## src/rtl/alu_pkg.sv

```systemverilog
// Shared opcode/state encodings and default width for the sequential ALU.
// The multiply-opcode helper keeps the decode in one place.
package alu_pkg;

   localparam int DEFAULT_WIDTH = 5;

   typedef enum logic [2:0] {
      OP_AND = 3'd0,
      OP_ADD = 3'd1,
      OP_OR  = 3'd2,
      OP_XOR = 3'd3,
      OP_SUB = 3'd4,
      OP_SHL = 3'd5,
      OP_SHR = 3'd6,
      OP_MUL = 3'd7
   } opcodeT;

   typedef enum logic [1:0] {
      ST_IDLE    = 2'd0,
      ST_MUL_RUN = 2'd1,
      ST_DONE    = 2'd2
   } stateT;

   function automatic logic isMulOp(input logic [2:0] sel);
      return opcodeT'(sel) == OP_MUL;
   endfunction

endpackage

```

## src/rtl/seq_mul_unit.sv

```systemverilog
// Unsigned shift-add multiplier: one partial product per clock, WIDTH steps.
// done/product are combinational on the final step so the caller registers them.
module seq_mul_unit #(
   parameter int WIDTH = 5
) (
   input  logic                 clk,
   input  logic                 resetN,
   input  logic                 start,
   input  logic [WIDTH-1:0]     opA,
   input  logic [WIDTH-1:0]     opB,
   output logic                 done,
   output logic [2*WIDTH-1:0]   product
);

   localparam int CNT_W = $clog2(WIDTH) + 1;

   logic [2*WIDTH-1:0] accReg;
   logic [2*WIDTH-1:0] mcandReg;
   logic [WIDTH-1:0]   mplierReg;
   logic [CNT_W-1:0]   countReg;
   logic               runReg;
   logic [2*WIDTH-1:0] ppTerm;
   logic [2*WIDTH-1:0] accNext;

   // Partial product: multiplicand gated by the current multiplier LSB.
   genvar gi;
   generate
      for (gi = 0; gi < 2*WIDTH; gi++) begin : g_pp
         assign ppTerm[gi] = mcandReg[gi] & mplierReg[0];
      end
   endgenerate

   assign accNext = accReg + ppTerm;
   assign done    = runReg && (countReg == CNT_W'(WIDTH-1));
   assign product = accNext;

   always_ff @(posedge clk or negedge resetN) begin
      if (!resetN) begin
         accReg    <= '0;
         mcandReg  <= '0;
         mplierReg <= '0;
         countReg  <= '0;
         runReg    <= 1'b0;
      end else if (start) begin
         accReg    <= '0;
         mcandReg  <= {{WIDTH{1'b0}}, opA};
         mplierReg <= opB;
         countReg  <= '0;
         runReg    <= 1'b1;
      end else if (runReg) begin
         accReg    <= accNext;
         mcandReg  <= mcandReg << 1;
         mplierReg <= mplierReg >> 1;
         countReg  <= countReg + CNT_W'(1);
         if (done)
            runReg <= 1'b0;
      end
   end

endmodule

```

## src/rtl/param_seq_alu.sv

```systemverilog
// Handshaked ALU: single-cycle logic/arith/shift ops, multi-cycle multiply,
// with results and flags held in DONE until the consumer takes them.
module param_seq_alu
   import alu_pkg::*;
#(
   parameter int WIDTH = DEFAULT_WIDTH
) (
   input  logic             clk,
   input  logic             reset_n,
   input  logic             in_valid,
   output logic             in_ready,
   input  logic [WIDTH-1:0] inp_A,
   input  logic [WIDTH-1:0] inp_B,
   input  logic [2:0]       select,
   output logic             out_valid,
   input  logic             out_ready,
   output logic [WIDTH-1:0] out,
   output logic             carry_out,
   output logic             overflow,
   output logic             zero,
   output logic             negative,
   output logic             busy
);

   localparam int MSB = WIDTH - 1;

   stateT              stateReg;
   logic [WIDTH-1:0]   outReg;
   logic               carryReg;
   logic               ovfReg;
   logic               zeroReg;
   logic               negReg;
   logic               validReg;
   logic               busyReg;

   opcodeT             opcode;
   logic               accept;
   logic               mulStart;
   logic               mulDone;
   logic [2*WIDTH-1:0] mulProduct;

   logic [WIDTH:0]     sumWide;
   logic [WIDTH:0]     diffWide;
   logic [WIDTH:0]     shlWide;
   logic [WIDTH:0]     shrWide;
   logic [WIDTH-1:0]   aluOut;
   logic               aluCarry;
   logic               aluOvf;
   logic [WIDTH-1:0]   mulOut;
   logic               mulCarry;

   assign opcode   = opcodeT'(select);
   assign in_ready = (stateReg == ST_IDLE) || ((stateReg == ST_DONE) && out_ready);
   assign accept   = in_valid && in_ready;
   assign mulStart = accept && isMulOp(select);

   // Bit WIDTH of each widened result is the carry, borrow or shifted-out bit.
   assign sumWide  = {1'b0, inp_A} + {1'b0, inp_B};
   assign diffWide = {1'b0, inp_A} - {1'b0, inp_B};
   assign shlWide  = {1'b0, inp_A} << inp_B;
   assign shrWide  = {inp_A, 1'b0} >> inp_B;

   always_comb begin
      aluOut   = '0;
      aluCarry = 1'b0;
      aluOvf   = 1'b0;
      case (opcode)
         OP_AND: aluOut = inp_A & inp_B;
         OP_OR:  aluOut = inp_A | inp_B;
         OP_XOR: aluOut = inp_A ^ inp_B;
         OP_ADD: begin
            aluOut   = sumWide[MSB:0];
            aluCarry = sumWide[WIDTH];
            aluOvf   = (inp_A[MSB] == inp_B[MSB]) && (sumWide[MSB] != inp_A[MSB]);
         end
         OP_SUB: begin
            aluOut   = diffWide[MSB:0];
            aluCarry = diffWide[WIDTH];
            aluOvf   = (inp_A[MSB] != inp_B[MSB]) && (diffWide[MSB] != inp_A[MSB]);
         end
         OP_SHL: begin
            aluOut   = shlWide[MSB:0];
            aluCarry = shlWide[WIDTH];
         end
         OP_SHR: begin
            aluOut   = shrWide[WIDTH:1];
            aluCarry = shrWide[0];
         end
         default: begin
            aluOut   = '0;
            aluCarry = 1'b0;
         end
      endcase
   end

   assign mulOut   = mulProduct[MSB:0];
   assign mulCarry = |mulProduct[2*WIDTH-1:WIDTH];

   seq_mul_unit #(
      .WIDTH(WIDTH)
   ) uMul (
      .clk     (clk),
      .resetN  (reset_n),
      .start   (mulStart),
      .opA     (inp_A),
      .opB     (inp_B),
      .done    (mulDone),
      .product (mulProduct)
   );

   always_ff @(posedge clk or negedge reset_n) begin
      if (!reset_n) begin
         stateReg <= ST_IDLE;
         outReg   <= '0;
         carryReg <= 1'b0;
         ovfReg   <= 1'b0;
         zeroReg  <= 1'b0;
         negReg   <= 1'b0;
         validReg <= 1'b0;
         busyReg  <= 1'b0;
      end else begin
         case (stateReg)
            ST_IDLE, ST_DONE: begin
               if (accept) begin
                  if (isMulOp(select)) begin
                     stateReg <= ST_MUL_RUN;
                     busyReg  <= 1'b1;
                     validReg <= 1'b0;
                  end else begin
                     stateReg <= ST_DONE;
                     outReg   <= aluOut;
                     carryReg <= aluCarry;
                     ovfReg   <= aluOvf;
                     zeroReg  <= (aluOut == '0);
                     negReg   <= aluOut[MSB];
                     validReg <= 1'b1;
                  end
               end else if ((stateReg == ST_DONE) && out_ready) begin
                  stateReg <= ST_IDLE;
                  validReg <= 1'b0;
               end
            end
            ST_MUL_RUN: begin
               if (mulDone) begin
                  stateReg <= ST_DONE;
                  busyReg  <= 1'b0;
                  outReg   <= mulOut;
                  carryReg <= mulCarry;
                  ovfReg   <= 1'b0;
                  zeroReg  <= (mulOut == '0);
                  negReg   <= mulOut[MSB];
                  validReg <= 1'b1;
               end
            end
            default: begin
               stateReg <= ST_IDLE;
               validReg <= 1'b0;
               busyReg  <= 1'b0;
            end
         endcase
      end
   end

   assign out       = outReg;
   assign carry_out = carryReg;
   assign overflow  = ovfReg;
   assign zero      = zeroReg;
   assign negative  = negReg;
   assign out_valid = validReg;
   assign busy      = busyReg;

endmodule

```

## config.mk

```make
export PLATFORM = sky130hd
export DESIGN_NAME = param_seq_alu
export DESIGN_NICKNAME = d
export VERILOG_FILES = /design/src/rtl/alu_pkg.sv /design/src/rtl/seq_mul_unit.sv /design/src/rtl/param_seq_alu.sv
export SDC_FILE = /design/constraint.sdc
export NUM_CORES = 1
export LEC_CHECK = 0
export CELL_PAD_IN_SITES_DETAIL_PLACEMENT = 0
export CELL_PAD_IN_SITES_GLOBAL_PLACEMENT = 1
export CORE_UTILIZATION = 45
export CTS_CLUSTER_DIAMETER = 100
export DETAILED_ROUTE_END_ITERATION = 12
export PLACE_DENSITY_LB_ADDON = 0.12
export SYNTH_ARGS = -nofsm -noshare
export SYNTH_HDL_FRONTEND = slang
export SYNTH_SLANG_ARGS = --single-unit
```

## constraint.sdc

```tcl
create_clock -name clk -period 2.75 [get_ports clk]
set_input_delay 0.55 -clock clk [delete_from_list [all_inputs] [get_ports clk]]
set_output_delay 0.55 -clock clk [all_outputs]
set_load 0.03 [all_outputs]
```

==> impl_metrics.json <==
{
  "core_sq_um": 7253,
  "reg2regPathDepth": 9,
  "post_layout_nonfiller_instances": 547,
  "yosys.area.top_type": "dfrtp_1",
  "vdd_drop_max_uv": 359.1,
  "diodes": 0,
  "synth_ff_type": "dfrtp_1",
  "drt-total-wl_mm": 8.576,
  "multi_input_comb_area_sq_um": 2191,
  "cts_sinks": 41,
  "antenna_found_initial": 0,
  "relSlewSlack": 0.3892,
  "synth_fa_ha_area_frac": 0.1136,
  "max_freq_mhz": 392.3,
  "path_clk_slew_ps": 90,
  "p_total_mw": 2.824,
  "gp_congestion": 0.9383,
  "slew_viol_final": 0,
  "drc": 0,
  "overflow": 0,
  "rsz0062_at_grt": "no",
  "dieArea_sq_um": 7892,
  "synth_area_leaders": "dfrtp_1 30%, ha_1 9.6%, mux2i_1 8.3%",
  "synth_most_common_cell": "dfrtp_1",
  "avgSynthCellArea_sq_um": 8.678,
  "placementRows": 31,
  "finalCritPeriodShare": 0.9269,
  "hold_buffers": 0,
  "critical_path_required_ps": 2200,
  "clockBufferDepth": 2,
  "grt.total_usage": 0.2394,
  "place.port_buffers": 28,
  "drv_cap": 0,
  "worstSetupPathType": "input pin to output pin",
  "worst_pin_slew_ps": 916.1,
  "hpwl_mm": 6.655,
  "power_density_nw_per_um2": 681.5,
  "num_vias": 2985,
  "cts-root-buf": "clkbuf_8",
  "grt_pass1_wl_mm": 14.28,
  "path_max_fanout": 2,
  "die_width_microns": 88.84,
  "p_leak_nw": 1.898,
  "worstSetupStartpointType": "input pin",
  "synthesis.area_sq_um": 3393,
  "cts_tree": "built",
  "reg2reg_slack_ps": 200,
  "synthMuxAreaShare": 0.09255,
  "ys_types": 61,
  "synth_cells": 391,
  "setup_viol": 0,
  "grt_pass1_vias": 2876,
  "h-tree-depth": 2,
  "synth_edf_count": 0,
  "finClkSkew_ps": 8.774,
  "dp.cells": 539,
  "synthXorXnorAreaFrac": 0.04646,
  "grt_max_degree": 42,
  "critical_path.endpoint_type": "output pin",
  "status": "completed",
  "die_h_microns": 88.84,
  "hold-worst-slack_ps": 369.1,
  "viasPerCell": 5.457,
  "final_nets": 493,
  "post-route-min-period_ps": 2549,
  "synth_top_area_frac": 0.3024,
  "fillers": 707,
  "synth_nets": 437,
  "synthArstFlopShare": 1.000,
  "ys_seq_elements": 41,
  "cp.arrival_ps": 2000,
  "clk_latency_ps": 310,
  "netlist_top_cells_count": "41 x dfrtp_1, 39 x nor2_1, 30 x nand2_1",
  "synth-simple-area-share": 0.1895,
  "ys_warn_count": 0,
  "areaGrowthSynthToFinish_pct": 22.12,
  "seq_area_sq_um": 1026,
  "ios": 29,
  "dr.pass1.iters": 4,
  "synth_top_family_by_area": "compound AO/OA/AOI/OAI gates",
  "start_util": 0.4678,
  "drt_iter0_drc": 143,
  "wl_per_cell_microns": 15.68,
  "cts-buffers-inserted": 5,
  "drive_gt1_frac": 0.1629,
  "holdCritPathClass": "input pin to async pin",
  "ant_nets": 0,
  "hold_viol": 0,
  "ys_seq_area_frac": 0.3024,
  "synth_compound_area_frac": 0.1958
}
state kept, by name (all words and copies together), names as in the netlist:
register        count
uMul.mcandReg      10
uMul.countReg       4
uMul.mplierReg      5
uMul.runReg         1
negative            1
zero                1
uMul.accReg        10
carry_out           1
out                 4
busy                1
stateReg            2
overflow            1
timing repair:
| item | 4_1_cts | 5_1_grt |
|---|---|---|
| endpoints found under the hold margin | 0 | 0 |
| gates resized for setup | 0 | 6 |
| setup buffers | 0 | 0 |
| endpoints found under the setup margin | 0 | 3 |
power breakdown:
| group | switching [mW] | leakage (nW) | internal (mW) | total, mW |
|---|---|---|---|---|
| sequential | 0.159 | 0.521 | 0.832 | 0.991 |
| combinational | 0.767 | 1.33 | 0.649 | 1.42 |
| clock | 0.236 | 0.0445 | 0.180 | 0.417 |
| total | 1.16 | 1.90 | 1.66 | 2.82 |
stage by stage:
step	util	cell area (sq um)	setup WS, ps	TNS, ps
final	0.5713	4144	201.1	0
after floorplan	-	3393	320.6	0
after global routing	0.5713	4144	15.71	0
after CTS	0.5681	4120	20.38	0
after detailed placement	0.5556	4030	-297.4	-880.2
after global placement	0.5556	4030	-253.1	-655.9
worst max-delay path, cell delays in order:
cell	delay, ps
clkdlybuf4s50_1	450
nand2b_1	110
nor2b_1	200
clkdlybuf4s50_1	700
metal layers:
layer / part of all wire / track usage / up-vias
li1: - / - / 1500
met1: 0.49 / 0.3445 / 1409
met2: 0.46 / 0.3839 / 65
met3: 0.036 / 0.03078 / 11
met4: 0.012 / 0.05279 / 0
met5: 0 / 0 / -
path summary, 6_finish.rpt:
| kind | from | end |
|---|---|---|
| max | out_ready | in_ready |
| max in group asynchronous | reset_n | zero |
| min | reset_n | uMul.accReg[7] |
| min reg2reg | out[3] | out[3] |
| max reg2reg | uMul.mplierReg[0] | carry_out |
| min in group clk | out[3] | out[3] |
final cells by class:
type / instances / share of cell area
Clock buffer: 5 / 0.01661
Tap cell: 99 / 0.02989
Multi-Input combinational cell: 306 / 0.5287
Clock inverter: 3 / 0.005133
Sequential cell: 41 / 0.2476
Timing Repair Buffer: 73 / 0.1540
Inverter: 20 / 0.01812
cells in the final DEF (no fill, tap or decap), drive strengths merged, types with 4 or more instances in the layout:
cell / synthesis / routed
mux2i: 29 / 29
nand2b: 9 / 9
clkdlybuf4s50: 0 / 27
xor2: 6 / 6
nand3b: 5 / 5
inv: 20 / 21
o21bai: 5 / 5
nor3: 8 / 8
buf: 10 / 46
a211oi: 7 / 7
ha: 26 / 26
nand4: 4 / 4
xnor2: 12 / 12
nand2: 30 / 30
o21a: 4 / 4
a21o: 4 / 4
o21ai: 28 / 28
and2: 10 / 10
nor2: 39 / 39
nand3: 4 / 4
a21oi: 21 / 21
nor4: 5 / 5
clkbuf: 14 / 5
dfrtp: 41 / 41
o211ai: 5 / 5
a31oi: 6 / 6
logic make-up (layout without fill, tap and decap cells):
family / count (synthesis) / in the layout
mux: 30 / 30
simple gates: 128 / 128
xor+xnor: 18 / 18
flops: 41 / 41
buf+inv: 44 / 101
fa+ha+maj: 29 / 29
compound gates: 101 / 101
Note: power is estimated with default switching activity, not from simulation.
